$ cat src/rtl/dmux_bank8_pkg.sv
// dmux_bank8_pkg
//   Shared constants and helpers for the eight-lane demultiplexing register
//   bank (dmux_bank8) and its write-enable decoder (dmux8way).
//   Contents:
//     DATA_WIDTH   - default lane data width in bits
//     LANE_COUNT   - number of lanes (fixed at 8 in this revision)
//     SEL_WIDTH    - width of a lane index (3 bits addresses 8 lanes)
//     COUNT_WIDTH  - width of the valid-lane count (0..8 needs 4 bits)
//     popcount8()  - number of set bits in an 8-bit vector
package dmux_bank8_pkg;

  localparam int DATA_WIDTH  = 16;
  localparam int LANE_COUNT  = 8;
  localparam int SEL_WIDTH   = 3;
  localparam int COUNT_WIDTH = 4;

  // Result width is 4 bits, so a full vector yields 8 with no wrap.
  function automatic logic [COUNT_WIDTH-1:0] popcount8(input logic [LANE_COUNT-1:0] v);
    logic [COUNT_WIDTH-1:0] cnt;
    cnt = '0;
    for (int i = 0; i < LANE_COUNT; i++) begin
      cnt = cnt + {{(COUNT_WIDTH-1){1'b0}}, v[i]};
    end
    return cnt;
  endfunction

endpackage

$ cat src/rtl/dmux_bank8_dmux8way.sv
// dmux8way
//   3-to-8 one-hot demultiplexer used as the lane write-enable decoder.
//   Exactly one output bit is high when i_en is high; all outputs are low
//   otherwise. Every 3-bit select value maps to a lane.
//   Ports:
//     i_en      in   1  - enable (the bank's load strobe)
//     i_sel     in   3  - lane index to enable
//     o_onehot  out  8  - one-hot write enables, bit k for lane k
module dmux8way
  import dmux_bank8_pkg::*;
(
  input  logic                  i_en,
  input  logic [SEL_WIDTH-1:0]  i_sel,
  output logic [LANE_COUNT-1:0] o_onehot
);

  always_comb begin
    o_onehot = '0;
    if (i_en) begin
      o_onehot[i_sel] = 1'b1;
    end
  end

endmodule

$ cat src/rtl/dmux_bank8.sv
// dmux_bank8
//   Eight-lane register bank fed by a demultiplexer. A load writes the input
//   word into the selected lane and marks it valid; clear flushes all lanes
//   except one being loaded in the same cycle. A registered popcount of the
//   valid bits and a combinational readback mux are provided.
//   Ports:
//     clk          in   1              - clock, rising edge
//     rst_n        in   1              - asynchronous active-low reset
//     in           in   WIDTH          - data word to store
//     sel          in   3              - destination lane for load
//     load         in   1              - write 'in' into lane 'sel'
//     clear        in   1              - synchronous flush of all lanes
//     rd_sel       in   3              - lane index for readback
//     out_bus      out  LANES*WIDTH    - lane k at [k*WIDTH +: WIDTH]
//     lane_valid   out  LANES          - lane k loaded since reset/clear
//     rd_data      out  WIDTH          - lane rd_sel, no added latency
//     valid_count  out  4              - popcount of lane_valid
module dmux_bank8
  import dmux_bank8_pkg::*;
#(
  parameter int WIDTH = DATA_WIDTH,
  parameter int LANES = LANE_COUNT
) (
  input  logic                     clk,
  input  logic                     rst_n,
  input  logic [WIDTH-1:0]         in,
  input  logic [SEL_WIDTH-1:0]     sel,
  input  logic                     load,
  input  logic                     clear,
  input  logic [SEL_WIDTH-1:0]     rd_sel,
  output logic [LANES*WIDTH-1:0]   out_bus,
  output logic [LANES-1:0]         lane_valid,
  output logic [WIDTH-1:0]         rd_data,
  output logic [COUNT_WIDTH-1:0]   valid_count
);

  logic [WIDTH-1:0]       r_lane [LANES];
  logic [LANES-1:0]       r_valid;
  logic [COUNT_WIDTH-1:0] r_count;
  logic [LANES-1:0]       w_we;
  logic [LANES-1:0]       w_validNext;

  dmux8way u_dmux8way (
    .i_en     (load),
    .i_sel    (sel),
    .o_onehot (w_we)
  );

  // The write enable is applied after the clear so a load keeps its own lane
  // when both strobes arrive together.
  always_comb begin
    w_validNext = r_valid;
    if (clear) begin
      w_validNext = '0;
    end
    w_validNext = w_validNext | w_we;
  end

  always_ff @(posedge clk or negedge rst_n) begin
    if (!rst_n) begin
      for (int k = 0; k < LANES; k++) begin
        r_lane[k] <= '0;
      end
    end else begin
      for (int k = 0; k < LANES; k++) begin
        if (w_we[k]) begin
          r_lane[k] <= in;
        end else if (clear) begin
          r_lane[k] <= '0;
        end
      end
    end
  end

  // The count is taken from the next-state valid vector so that it lands on
  // the same edge as lane_valid and always matches it.
  always_ff @(posedge clk or negedge rst_n) begin
    if (!rst_n) begin
      r_valid <= '0;
      r_count <= '0;
    end else begin
      r_valid <= w_validNext;
      r_count <= popcount8(w_validNext);
    end
  end

  for (genvar g = 0; g < LANES; g++) begin : g_bus
    assign out_bus[g*WIDTH +: WIDTH] = r_lane[g];
  end

  // Readback mux reads the registers directly, so a write in progress is
  // not visible until after its capturing edge.
  assign rd_data     = r_lane[rd_sel];
  assign lane_valid  = r_valid;
  assign valid_count = r_count;

endmodule

$ cat config.mk
export PLATFORM = sky130hd
export DESIGN_NAME = dmux_bank8
export DESIGN_NICKNAME = d
export VERILOG_FILES = /design/src/rtl/dmux_bank8_pkg.sv /design/src/rtl/dmux_bank8_dmux8way.sv /design/src/rtl/dmux_bank8.sv
export SDC_FILE = /design/constraint.sdc
export NUM_CORES = 1
export LEC_CHECK = 0
export ABC_AREA = 1
export CORE_UTILIZATION = 50
export DETAILED_ROUTE_END_ITERATION = 10
export PLACE_DENSITY = 0.82
export SYNTH_ARGS = -nofsm -noshare
export SYNTH_HDL_FRONTEND = slang
export SYNTH_SLANG_ARGS = --single-unit
$ cat constraint.sdc
create_clock -name clk -period 5.5 [get_ports clk]
set_input_delay 1.1 -clock clk [delete_from_list [all_inputs] [get_ports clk]]
set_output_delay 1.1 -clock clk [all_outputs]
set_load 0.01 [all_outputs]
==> results of run 1 <==
## how the worst min path moves through the flow
stage | startpoint | endpoint | slack, ns
after floorplan | lane_valid[7] | lane_valid[7] | 0.53
after global placement | lane_valid[0] | lane_valid[0] | 0.50
after detailed placement | lane_valid[0] | lane_valid[0] | 0.51
after CTS | lane_valid[3] | lane_valid[3] | 0.53
after global routing | lane_valid[0] | lane_valid[0] | 0.56
final | lane_valid[2] | lane_valid[2] | 0.53
## cell families after synthesis
| group | after synthesis | synth area share (%) |
|---|---|---|
| buffers and inverters | 214 | 13.1 |
| AO/OA/AOI/OAI | 128 | 9.67 |
| adder cells (fa/ha/maj) | 7 | 1.68 |
| XOR/XNOR | 1 | 0.125 |
| flip-flops | 140 | 50.0 |
| AND/OR/NAND/NOR | 441 | 25.5 |
## flip-flops by register name, summed over array words and instances, names as in the netlist
register / cells
valid_count: 4
out_bus: 128
lane_valid: 8
## per-stage QoR
stage	utilization [%]	hold slack, ns	cell area, um^2
final	70.2	0.533	9450
after global routing	70.2	0.556	9450
after CTS	70.2	0.531	9450
after detailed placement	65.3	0.509	8780
after global placement	65.3	0.503	8780
after floorplan	-	0.534	7010
## power by group through the flow
stage               registers, mW  logic, mW  clock network [mW]
detailed placement           1.12      0.396                   0
global placement             1.12      0.390                   0
finish                       1.10      0.403                1.30
global route                 1.10      0.440                1.34
CTS                          1.10      0.401                1.30
floorplan                    1.13      0.178                   0
## per-layer routing
metal	vias to the layer above	global-route usage, %	routed length [um]	part of all wire (%)
met5	-	0	0	0
met4	0	13.2	780	3.5
met3	75	8.30	2480	11
met2	476	50.9	10400	46
met1	3349	41.4	8830	39
li1	3133	-	-	-
## worst register-to-register path: stages, from the launching register on
cell     delay, ns
dfrtp_1       0.36
nand2_1       0.06
nand2_1       0.10
inv_1         0.06
fa_1          0.53
inv_1         0.05
fa_1          0.47
inv_1         0.05
fa_1          0.45
inv_1         0.08
ha_1          0.15
inv_1         0.06
fa_1          0.37
xnor2_1       0.14
## cell usage in the layout, fill, tap and decap left out, drive strengths merged, types with 4 or more instances in the layout
cell,count
nand2,356
buf,12
nor2,4
clkdlybuf4s50,179
o21ai,128
dfrtp,140
inv,157
fa,4
bufinv,6
clkbuf,19
nand3,81
## cell type report
type	instances	area share (%)
clock inverters	11	2.30
flip-flops and latches	140	37.1
inverters	157	6.24
repair buffers	191	19.9
well taps	176	2.33
clock buffers	19	4.69
multi-input cells	577	27.4
==> flow_summary.yaml, run 1 <==
outcome:
  status: "complete, no violations"
power:
  p_clk_share_pct: 46.5
  p_leak_nw: 4.57
  ir_drop_mv: 0.185
  p_per_area_mw_per_mm2: 297
  p_switching_mw: 0.714
  p_seq_share_pct: 39.2
  fin_total_pwr_mw: 2.81
  power_frac_comb_pct: 14.4
  p_int_mw: 2.09
  switching_share_pct: 25.4
logic_synthesis:
  syn-instance-count: 931
  ys_seq_area_share_pct: 50.0
  ys_top_cells_by_count: "nand2_1, inv_1, dfrtp_1"
  yosysWarnings: 0
  ys_ff_latch: 140
  synth_top_area_share_pct: 50.0
  synth_enable_flop_cells: 0
  avgSynthCellArea_um2: 7.53
  netlist_top_cells_area: "dfrtp_1, nand2_1, o21ai_0"
  mappedNetlistArea_mm2: 0.00701
  syn_nets: 964
  yosysMostFrequentCell: "nand2_1"
  async_flop_share_pct: 100
  synth_top_area_cell: "dfrtp_1"
  ys_types: 18
  synth-main-ff-cell: "dfrtp_1"
critical_path:
  cp_top_family: "adder cells"
  cp_cell_sequence: "clkdlybuf4s50_1 -> nor2_4 -> nand2_1 -> nand2_1 -> inv_1 -> fa_1 -> inv_1 -> fa_1 -> inv_1 -> fa_1 -> inv_1 -> ha_1 -> inv_1 -> fa_1 -> xnor2_1"
  cp_slowest_stage_delay_ns: 0.53
  end_kind: "flop"
  rr_worst_depth: 13
  worstPathMaxFanout: 18
  slowest_stage: "fa_1"
  ff2ff_setup_slack_ns: 2.45
  crit_top_cell: "inv_1"
  worstSetupStartpoint: "sel[2]"
  r2r-start: "lane_valid[0]"
  cp.required_ns: 5.80
  arrival_ns: 4.66
  worst-path-stages: 15
  startpoint_type: "primary input"
  rr_endpoint: "valid_count[2]"
  crit_buf_inv: 6
  path_class: "primary input to flop"
  crit_end: "valid_count[2]"
detailed_routing:
  dr_total_vias: 7033
  drc: 0
  detailedRoute.firstPassIterationCount: 8
  wl_per_cell_um: 17.7
  drtIter0Drc: 751
  ant_nets: 0
  wl_um: 22500
  viasPerCell: 5.53
global_routing:
  overflow: 0
  antenna_found_initial: 0
  grt_pass1_vias: 6721
  grt_pass1_wl_um: 35000
  grt_max_degree: 102
  grt_use_total_pct: 31.9
flow_run:
  maxCapViolCount: 0
clocking:
  htree_levels: 4
  clock-root-buffer: "clkbuf_16"
  clkSinkCount: 140
  post_cts_resized: 0
  ctsHoldBuffers: 0
  clk_latency_ns: 0.41
  cts_tree: "yes"
  cts_buffers: 17
  cts_buffer_depth: 2
  clk_transition_reported_paths_ns: 0.06
  cts_setup_buffers: 0
final_layout:
  fillers: 1091
  multi_input_area_mm2: 0.00259
  final_layout_size_suffix_gt1_share_pct: 6.03
  area_delta_synth_final_pct: 34.7
  seq_area_mm2: 0.00350
  n_antenna_cell: 0
  fin_cells: 1271
  nNetsFinal: 1117
sta:
  min_period_ns: 4.36
  final-setup-viol-count: 0
  fin_skew_ns: 0.000903
  max_freq_mhz: 229
  rsz0062_at_grt: "false"
  hold_viol_final: 0
  period_share_pct: 79.3
  fin_ws_ns: 1.14
  final.setup.tns_ns: 0
  slew_viol_final: 0
  maxSlewHeadroom_pct: 38.6
  worst_pin_slew_ns: 0.921
floorplanning:
  io_pins: 182
  die_x_um: 120
  die_h_um: 120
  die-area_mm2: 0.0145
  num_rows: 42
  coreArea_mm2: 0.0135
  start_util_pct: 52.1
placement:
  post-place-cells: 1241
  io_buffers: 181
  dp_worst_setup_slack_ns: 0.708
  routabilityCongestion: 0.914
  dp_hpwl_um: 15000
hold_path:
  hold_path_depth: 2
  hold_path_class: "flop to flop"
Note: power is estimated with default switching activity, not from simulation.
==> inputs of run 2 (changes only) <==
--- a/config.mk
+++ b/config.mk
@@ -6,9 +6,9 @@
 export NUM_CORES = 1
 export LEC_CHECK = 0
 export ABC_AREA = 1
-export CORE_UTILIZATION = 50
+export CORE_UTILIZATION = 49
 export DETAILED_ROUTE_END_ITERATION = 10
-export PLACE_DENSITY = 0.82
+export PLACE_DENSITY = 0.8
 export SYNTH_ARGS = -nofsm -noshare
 export SYNTH_HDL_FRONTEND = slang
 export SYNTH_SLANG_ARGS = --single-unit
==> constraint.sdc (replaced) <==
create_clock -name clk -period 4.26 [get_ports clk]
set_input_delay 0.852 -clock clk [delete_from_list [all_inputs] [get_ports clk]]
set_output_delay 0.852 -clock clk [all_outputs]
set_load 0.01 [all_outputs]
==> run 2 against run 1 <==
  * Final cell count up 1.0%
  * Clock power increased by 18%
  * Clock skew increased by 0.0030 ns
  * Routed wire length shrank 1.6%
  * Count of clock-buffer cells in the layout increased by 3
  * Core utilization shrank 2.3 points
  * Total power rose by 24%
  * Worst setup slack lost 0.75 ns
  * Critical path type unchanged
  * Sequential power increased by 29%
==> flow_summary.yaml, run 2 (same netlist as run 1, synthesis figures left out) <==
critical_path:
  startpoint_type: "primary input"
  arrival_ns: 4.17
  cp.required_ns: 4.56
  path_class: "primary input to flop"
  end_kind: "flop"
  worstPathMaxFanout: 4
floorplanning:
  die-area_mm2: 0.0148
  die_h_um: 122
  coreArea_mm2: 0.0139
  die_x_um: 122
  io_pins: 182
  num_rows: 43
  start_util_pct: 50.3
clocking:
  htree_levels: 4
  ctsHoldBuffers: 0
  cts_tree: "yes"
  cts_setup_buffers: 0
  cts_buffer_depth: 2
  post_cts_resized: 0
  cts_buffers: 17
  clk_transition_reported_paths_ns: 0.06
  clock-root-buffer: "clkbuf_16"
  clkSinkCount: 140
  clk_latency_ns: 0.42
global_routing:
  grt_pass1_wl_um: 34200
  grt_use_total_pct: 31.1
  grt_max_degree: 122
  overflow: 0
  grt_pass1_vias: 6376
  antenna_found_initial: 0
detailed_routing:
  viasPerCell: 5.34
  drc: 0
  drtIter0Drc: 736
  wl_um: 22100
  detailedRoute.firstPassIterationCount: 8
  dr_total_vias: 6855
  wl_per_cell_um: 17.2
  ant_nets: 0
sta:
  fin_ws_ns: 0.390
  fin_skew_ns: 0.00388
  hold_viol_final: 0
  rsz0062_at_grt: "false"
  min_period_ns: 3.87
  final-setup-viol-count: 0
  slew_viol_final: 0
  worst_hold_slack_ns: 0.532
  period_share_pct: 90.9
  max_freq_mhz: 258
  maxSlewHeadroom_pct: 27.4
  worst_pin_slew_ns: 1.09
final_layout:
  multi_input_area_mm2: 0.00259
  nNetsFinal: 1124
  n_antenna_cell: 0
  final_cell_mix: "nand2_1, clkdlybuf4s50_1, inv_1, dfrtp_1, o21ai_0"
  final_layout_size_suffix_gt1_share_pct: 6.70
  utilization_pct: 67.9
  layout_commonest_cell: "nand2_1"
  seq_area_mm2: 0.00350
  fin_cells: 1284
  area_delta_synth_final_pct: 35.1
  largest_register_ff_count: 128
  fillers: 1144
placement:
  routabilityCongestion: 0.905
  post-place-cells: 1252
  io_buffers: 181
  dp_hpwl_um: 15000
  dp_worst_setup_slack_ns: -0.0450
power:
  fin_total_pwr_mw: 3.48
  p_per_area_mw_per_mm2: 367
  p_leak_nw: 4.59
  ir_drop_mv: 0.264
flow_run:
  maxCapViolCount: 0
outcome:
  status: "complete, no violations"
hold_path:
  hold_path_class: "flop to flop"
run 2: cell types whose count changed in the layout (fill, tap and decap cells not counted), sizes merged:
cell      delta
clkinvlp     -1
clkinv       +3
buf          +7
clkbuf       +3
bufinv       -3
run 2: path summary, 6_finish.rpt:
kind                                     from              to  slack [ns]  cells past startpoint
worst max register to register  lane_valid[0]  valid_count[2]        1.20                     13
min in group asynchronous               rst_n     out_bus[89]        0.62                      1
worst min register to register  lane_valid[0]   lane_valid[0]        0.53                      2
max in group asynchronous               rst_n     out_bus[84]        2.75                      2
worst min-delay path            lane_valid[0]   lane_valid[0]        0.53                      2
worst max-delay path                   sel[1]  valid_count[2]        0.39                     16
run 2: final cells by class:
type | count | share of cell area, %
Clock inverter | 10 | 1.47
Clock buffer | 22 | 5.01
Inverter | 157 | 6.22
Timing Repair Buffer | 198 | 20.6
Multi-Input combinational cell | 577 | 27.3
Sequential cell | 140 | 37.0
Tap cell | 180 | 2.38
run 2: power by group:
| group | switching [mW] | internal, mW | leakage [nW] |
|---|---|---|---|
| Clock | 0.563 | 0.968 | 0.300 |
| Sequential | 0.0350 | 1.38 | 1.92 |
| Combinational | 0.311 | 0.214 | 2.37 |
run 2: metrics by stage:
stage               TNS [ns]  cell area [um^2]
floorplan                  0              7010
global placement           0              8850
detailed placement   -0.0870              8850
CTS                        0              9470
global route               0              9470
finish                     0              9470
run 2: critical path, cell delays in order:
cell and delay (ns):
clkdlybuf4s50_1 0.58, nand2_1 0.08, inv_1 0.08, nand2_1 0.07, nand2_1 0.10, inv_1 0.06, fa_1 0.52, inv_1 0.05
fa_1 0.48, inv_1 0.05, fa_1 0.45, inv_1 0.06, ha_1 0.16, inv_1 0.06, fa_1 0.38, xnor2_1 0.13
run 2: metal layers:
metal,global-route usage (%),vias up,wire length (um)
met5,0,-,0
met1,41.9,3204,8770
met3,8.85,55,2450
met2,48.3,448,10200
li1,-,3148,-
met4,10.9,0,683
